## src/rtl/inst_dispatcher.sv

```systemverilog
// -----------------------------------------------------------------------------
// inst_dispatcher
//
// Instruction fetch/decode/dispatch engine for the systolic-array accelerator.
// Fetches instructions from an external synchronous instruction memory
// starting at a programmable PC. It decodes them into opcode / buffer-id /
// memory-location fields and issues each one over a valid/ready handshake.
// The destination is the load/store unit (LD, ST) or the systolic array
// (GEMM, DRAINSYS).
//
// Ports:
//   clk, rst_n            clock, asynchronous active-low reset
//   start, start_pc       begin execution at start_pc (IDLE/DONE/ERROR only)
//   imem_en, imem_addr    instruction memory read request (FETCH state)
//   imem_rdata            read data, valid the cycle after imem_en
//   opcode/buf_id/mem_loc decoded fields of the held instruction
//   ldst_valid/ldst_ready handshake to the load/store unit
//   sa_valid/sa_ready     handshake to the systolic array
//   sa_busy               array still has GEMM work outstanding
//   busy, done, err       status; done/err are held until the next start
//   err_code              01 illegal opcode, 10 PC wrap on issue
//   pc, inst_count        current PC, saturating count of issued instructions
//
// Handshake: a valid is raised only in ISSUE. The transfer completes on the
// rising edge where valid && ready. While valid is high the fields are held
// constant, and valid is not withdrawn before acceptance (reset excepted).
// The one exception is the store barrier: an ST is not offered at all while
// sa_busy is high, so it is held back rather than withdrawn.
// -----------------------------------------------------------------------------
module inst_dispatcher #(
    parameter int OPCODE_WIDTH  = 4,
    parameter int BUF_ID_WIDTH  = 2,
    parameter int MEM_LOC_WIDTH = 10,
    parameter int INST_WIDTH    = OPCODE_WIDTH + BUF_ID_WIDTH + MEM_LOC_WIDTH,
    parameter int PC_WIDTH      = 10,
    parameter int CNT_WIDTH     = 16,
    parameter logic [OPCODE_WIDTH-1:0] OP_NOP      = OPCODE_WIDTH'(4'b0000),
    parameter logic [OPCODE_WIDTH-1:0] OP_LD       = OPCODE_WIDTH'(4'b0010),
    parameter logic [OPCODE_WIDTH-1:0] OP_ST       = OPCODE_WIDTH'(4'b0011),
    parameter logic [OPCODE_WIDTH-1:0] OP_GEMM     = OPCODE_WIDTH'(4'b0100),
    parameter logic [OPCODE_WIDTH-1:0] OP_DRAINSYS = OPCODE_WIDTH'(4'b0101),
    parameter logic [OPCODE_WIDTH-1:0] OP_HALT     = OPCODE_WIDTH'(4'b1111)
) (
    input  logic                     clk,
    input  logic                     rst_n,
    input  logic                     start,
    input  logic [PC_WIDTH-1:0]      start_pc,
    output logic                     imem_en,
    output logic [PC_WIDTH-1:0]      imem_addr,
    input  logic [INST_WIDTH-1:0]    imem_rdata,
    output logic [OPCODE_WIDTH-1:0]  opcode,
    output logic [BUF_ID_WIDTH-1:0]  buf_id,
    output logic [MEM_LOC_WIDTH-1:0] mem_loc,
    output logic                     ldst_valid,
    input  logic                     ldst_ready,
    output logic                     sa_valid,
    input  logic                     sa_ready,
    input  logic                     sa_busy,
    output logic                     busy,
    output logic                     done,
    output logic                     err,
    output logic [1:0]               err_code,
    output logic [PC_WIDTH-1:0]      pc,
    output logic [CNT_WIDTH-1:0]     inst_count
);

    // -------------------------------------------------------------------------
    // State encoding
    // -------------------------------------------------------------------------
    localparam logic [2:0] S_IDLE   = 3'd0;
    localparam logic [2:0] S_FETCH  = 3'd1;
    localparam logic [2:0] S_DECODE = 3'd2;
    localparam logic [2:0] S_ISSUE  = 3'd3;
    localparam logic [2:0] S_DONE   = 3'd4;
    localparam logic [2:0] S_ERROR  = 3'd5;

    localparam logic [1:0] ERR_NONE    = 2'b00;
    localparam logic [1:0] ERR_ILLEGAL = 2'b01;
    localparam logic [1:0] ERR_PC_WRAP = 2'b10;

    localparam logic [PC_WIDTH-1:0]  PC_MAX  = '1;
    localparam logic [PC_WIDTH-1:0]  PC_ONE  = PC_WIDTH'(1);
    localparam logic [CNT_WIDTH-1:0] CNT_MAX = '1;
    localparam logic [CNT_WIDTH-1:0] CNT_ONE = CNT_WIDTH'(1);

    logic [2:0] state;

    // -------------------------------------------------------------------------
    // Field extraction from the memory read data (used only in DECODE)
    // -------------------------------------------------------------------------
    logic [OPCODE_WIDTH-1:0]  rd_opcode;
    logic [BUF_ID_WIDTH-1:0]  rd_buf_id;
    logic [MEM_LOC_WIDTH-1:0] rd_mem_loc;
    logic                     rd_is_issue;

    assign rd_opcode  = imem_rdata[INST_WIDTH-1 -: OPCODE_WIDTH];
    assign rd_buf_id  = imem_rdata[MEM_LOC_WIDTH +: BUF_ID_WIDTH];
    assign rd_mem_loc = imem_rdata[MEM_LOC_WIDTH-1:0];

    assign rd_is_issue = (rd_opcode == OP_LD)   || (rd_opcode == OP_ST) ||
                         (rd_opcode == OP_GEMM) || (rd_opcode == OP_DRAINSYS);

    // -------------------------------------------------------------------------
    // Issue handshake (combinational from state + held opcode)
    // -------------------------------------------------------------------------
    logic in_issue;
    logic held_is_sa;
    logic accept;

    assign in_issue   = (state == S_ISSUE);
    assign held_is_sa = (opcode == OP_GEMM) || (opcode == OP_DRAINSYS);

    // A store must not overtake GEMM results still being produced, so ST is
    // only offered while the array reports no outstanding work.
    assign ldst_valid = in_issue &&
                        ((opcode == OP_LD) || ((opcode == OP_ST) && !sa_busy));
    assign sa_valid   = in_issue && held_is_sa;

    assign accept = (ldst_valid && ldst_ready) || (sa_valid && sa_ready);

    // -------------------------------------------------------------------------
    // Memory request and status
    // -------------------------------------------------------------------------
    assign imem_en   = (state == S_FETCH);
    assign imem_addr = imem_en ? pc : '0;

    assign busy = (state == S_FETCH) || (state == S_DECODE) || (state == S_ISSUE);

    // -------------------------------------------------------------------------
    // Main sequencer
    // -------------------------------------------------------------------------
    always_ff @(posedge clk or negedge rst_n) begin
        if (!rst_n) begin
            state      <= S_IDLE;
            opcode     <= '0;
            buf_id     <= '0;
            mem_loc    <= '0;
            pc         <= '0;
            inst_count <= '0;
            done       <= 1'b0;
            err        <= 1'b0;
            err_code   <= ERR_NONE;
        end else begin
            case (state)
                S_IDLE, S_DONE, S_ERROR: begin
                    if (start) begin
                        pc         <= start_pc;
                        inst_count <= '0;
                        done       <= 1'b0;
                        err        <= 1'b0;
                        err_code   <= ERR_NONE;
                        state      <= S_FETCH;
                    end
                end

                S_FETCH: begin
                    state <= S_DECODE;
                end

                S_DECODE: begin
                    opcode  <= rd_opcode;
                    buf_id  <= rd_buf_id;
                    mem_loc <= rd_mem_loc;
                    if (rd_opcode == OP_NOP) begin
                        // NOP advances with ordinary PC arithmetic (it may wrap).
                        pc    <= pc + PC_ONE;
                        state <= S_FETCH;
                    end else if (rd_opcode == OP_HALT) begin
                        // PC stays on the HALT so software can see where it stopped.
                        done  <= 1'b1;
                        state <= S_DONE;
                    end else if (rd_is_issue) begin
                        state <= S_ISSUE;
                    end else begin
                        err      <= 1'b1;
                        err_code <= ERR_ILLEGAL;
                        state    <= S_ERROR;
                    end
                end

                S_ISSUE: begin
                    if (accept) begin
                        if (inst_count != CNT_MAX) begin
                            inst_count <= inst_count + CNT_ONE;
                        end
                        // An issue from the last address would need the PC to
                        // wrap; stop there instead of running into address 0.
                        if (pc == PC_MAX) begin
                            err      <= 1'b1;
                            err_code <= ERR_PC_WRAP;
                            state    <= S_ERROR;
                        end else begin
                            pc    <= pc + PC_ONE;
                            state <= S_FETCH;
                        end
                    end
                end

                default: begin
                    state <= S_IDLE;
                end
            endcase
        end
    end

endmodule

```

## config.mk

```make
export PLATFORM = sky130hd
export DESIGN_NAME = inst_dispatcher
export DESIGN_NICKNAME = d
export VERILOG_FILES = /design/src/rtl/inst_dispatcher.sv
export SDC_FILE = /design/constraint.sdc
export NUM_CORES = 1
export LEC_CHECK = 0
export ABC_AREA = 1
export BUFFER_PORTS_ARGS = -buffer_cell sky130_fd_sc_hd__buf_2
export CORE_ASPECT_RATIO = 0.7
export CORE_UTILIZATION = 56
export DETAILED_ROUTE_END_ITERATION = 10
export HOLD_SLACK_MARGIN = 0.08
export PLACE_DENSITY = 0.95
export SLEW_MARGIN = 10
export SYNTH_ARGS = -nofsm -noshare
export SYNTH_HDL_FRONTEND = slang
export SYNTH_SLANG_ARGS = --single-unit
```

## constraint.sdc

```tcl
create_clock -name clk -period 4.4 [get_ports clk]
set_clock_uncertainty 0.05 [all_clocks]
set_input_delay 0.22 -clock clk [delete_from_list [all_inputs] [get_ports clk]]
set_output_delay 0.22 -clock clk [all_outputs]
set_load 0.005 [all_outputs]
```

==> metrics.md <==
| Metric | Value |
|---|---|
| Post-Syn Instances | 452 |
| Row Count | 21 |
| Worst reg2reg startpoint | state[1] |
| Synth Register Bits | 49 |
| Sequential fraction of the synthesis area | 40.6% |
| Vias | 3278 |
| Vias per std cell | 5.27 |
| CTS tree | done |
| Die Width | 89.7 um |
| Leak Pwr | 2.08 nW |
| Initial Utilization | 60.7% |
| Final Core Density | 75.8% |
| Setup bufs post-CTS | 0 |
| Final min period | 2480 ps |
| Final Hold Fails | 0 |
| Gpl congestion | 0.900 |
| Yosys cell types | 31 |
| Fin area | 3760 um2 |
| Final Max Slew Viols | 0 |
| TritonRoute pass-1 iters | 5 |
| Post-route DRC violation count | 0 |
| Cell Area, Synth | 3020 um2 |
| Critical Path Start | state[1] |
| Drt total wl | 8270 um |
| Post-Synth Simple-Gate Area | 44.3% |
| DP Cell Count | 602 |
| Complex-gate fraction of the synthesized area | 4.65% |
| CP arrival | 2670 ps |
| Setup Total Neg Slack | 0 ps |
| Number of synthesized flops with an enable pin | 0 |
| Final nets | 586 |
| Yosys top cell area share | 40.6% |
| Critical path startpoint category | flip-flop |
| Die ar. | 5690 um2 |
| Inserted Diodes | 0 |
| Max Root-Sink Buffers | 2 |
| Final period util | 56.3% |
| Critical path capture point type | flip-flop |
| Total GRT Usage | 29.5% |
| Largest family of logic cells by synthesized area | simple AND/OR/NAND/NOR gates |
| Detail Route Antenna Nets | 0 |
| Worst-margin pin slew | 1060 ps |
| Pwr Density | 628 nW/um2 |
| Placed Area | 3510 um2 |
| Clk slew on worst S/H paths | 90 ps |
| Worst rel slew slack | 29.3% |
| Ranking of synthesized cells by area | dfrtp_1, nand2_1, nor2_1 |
| Run status | completed |
| CP Class | reg2reg |
| CTS Root Buffer Type | clkbuf_8 |
| Ys flop type | dfrtp_1 |
| Layout cell share with drive strength beyond 1 | 21.2% |
| Syn_nets | 486 |
| Fraction of registers with async set/reset | 100% |
| I/O Buffers | 91 |
| Clock sink total | 49 |
| IO Count | 92 |
| Detail-routed net length per standard cell | 13.3 um |
| Data required time of the worst path | 4590 ps |
| Number of global-route vias before repair | 2904 |
| Synth top cells by count | nand2_1, nor2_1, dfrtp_1, inv_1, nand3_1 |
| Layout area overhead | 24.8% |
| Dominant cell by count in the synthesized netlist | nand2_1 |
| Synth Area in Adders | 0.830% |
| Largest net degree at the start of global routing | 50 |
| Clk Latency, worst-skew pair | 310 ps |
| Die height | 63.4 um |
| Worst min path class | in2async |
| Leading area contributor after synthesis | dfrtp_1 |
| Number of max-cap violations | 0 |
| Fin cells | 622 |
| Detailed-placement wirelength estimate | 5970 um |
| Xor-xnor portion of the synthesized cell area | 2.32% |
| Post-cts resize count | 0 |
| Max IR drop VDD | 357 uV |
| Initial DRC Count | 312 |
| Syn avg cell area | 6.67 um2 |
| Yosys warns | 0 |
| Global-route wire length before repair | 13500 um |
| Max Fclk | 404 MHz |
| Post-synthesis mux area share | 0% |
| Final setup viols | 0 |
| CTS buffer count | 5 |
| Initial antenna violation count | 0 |
| Critical Path Fanout Max | 20 |
| Unrepaired setup endpoints after global routing | false |
| Core box area | 4970 um2 |
| GR Overflow Total | 0 |
| # H-tree levels | 2 |
[placed cells by master, fill, tap and decap left out]
cell,instances
xor2_1,7
buf_4,1
nand4_4,1
nand2_1,199
nor3_2,1
dfrtp_1,49
nor3_1,2
bufinv_16,2
inv_1,36
inv_6,1
nor3b_1,1
dlygate4sd3_1,12
nand2_4,3
clkinv_2,1
ha_1,2
clkbuf_8,5
nor2_2,1
a21oi_2,1
nor2_4,2
nand3_2,1
o21ai_2,1
o21ai_0,13
nor4_1,2
a21oi_1,4
o21bai_1,4
nand4_1,14
buf_2,91
nand3b_1,1
nor2_1,64
xnor2_1,1
a211oi_1,1
inv_2,5
nand3_1,24
[sequential cells by signal, summed over array words and instances, names as in the netlist]
name / count
err: 1
pc: 10
opcode: 4
done: 1
state: 3
err_code: 2
mem_loc: 10
inst_count: 16
buf_id: 2
[power by group]
| part | internal, W | leakage, nW | switching (W) |
|---|---|---|---|
| logic | 0.000404 | 1.37 | 0.000808 |
| clock network | 0.000229 | 0.0687 | 0.000162 |
| registers | 0.000603 | 0.637 | 0.000157 |
| total | 0.00124 | 2.08 | 0.00113 |
[final timing paths]
check | cells past startpoint | endpoint | slack (ps)
setup / recovery | 8 | err | 1920
hold / removal | 1 | inst_count[3] | 40
setup reg to reg | 8 | err | 1920
hold reg to reg | 2 | mem_loc[8] | 430
max in group asynchronous | 1 | pc[5] | 3610
min in group clk | 3 | opcode[1] | 100
[repair_timing]
action,CTS,global route
endpoints found under the setup margin,0,0
hold buffers,12,0
endpoints found under the hold margin,12,0
[cell families after synthesis]
logic type,after synthesis
flip-flops,49
adder cells (fa/ha/maj),2
AND/OR/NAND/NOR,316
buffers and inverters,53
XOR/XNOR,8
AO/OA/AOI/OAI,24
[area by class of cell]
cell class | instances | area, um2
fill | 386 | 1200
multi-input combinational | 350 | 1570
clock inverter | 3 | 68.8
tap | 69 | 86.3
sequential | 49 | 1230
timing repair buffer | 104 | 583
inverter | 42 | 159
clock buffer | 5 | 68.8
[layer usage]
layer	GRT usage [%]	up-vias	share of wire [%]
li1	-	1613	-
met1	43.5	1487	46
met2	45.0	165	45
met3	5.31	13	8.3
met4	6.97	0	1.1
met5	0	-	0
[critical path: stages, from the launching register on]
cell      delay, ps
dfrtp_1         430
inv_1            80
nor2_1          630
nand2_1         610
nor2_1          230
nor2_1           60
nand3_1         140
o21bai_1        110
nand2_1          80
[per-stage QoR]
step / setup slack, ps / hold WS (ps) / power, W
floorplan: 2690 / -126 / 0.00156
detailed placement: 2030 / 378 / 0.00194
CTS: 1990 / 88.9 / 0.00234
finish: 1920 / 44.3 / 0.00236
global placement: 2120 / 363 / 0.00189
global route: 1760 / 111 / 0.00253
Note: power is estimated with default switching activity, not from simulation.
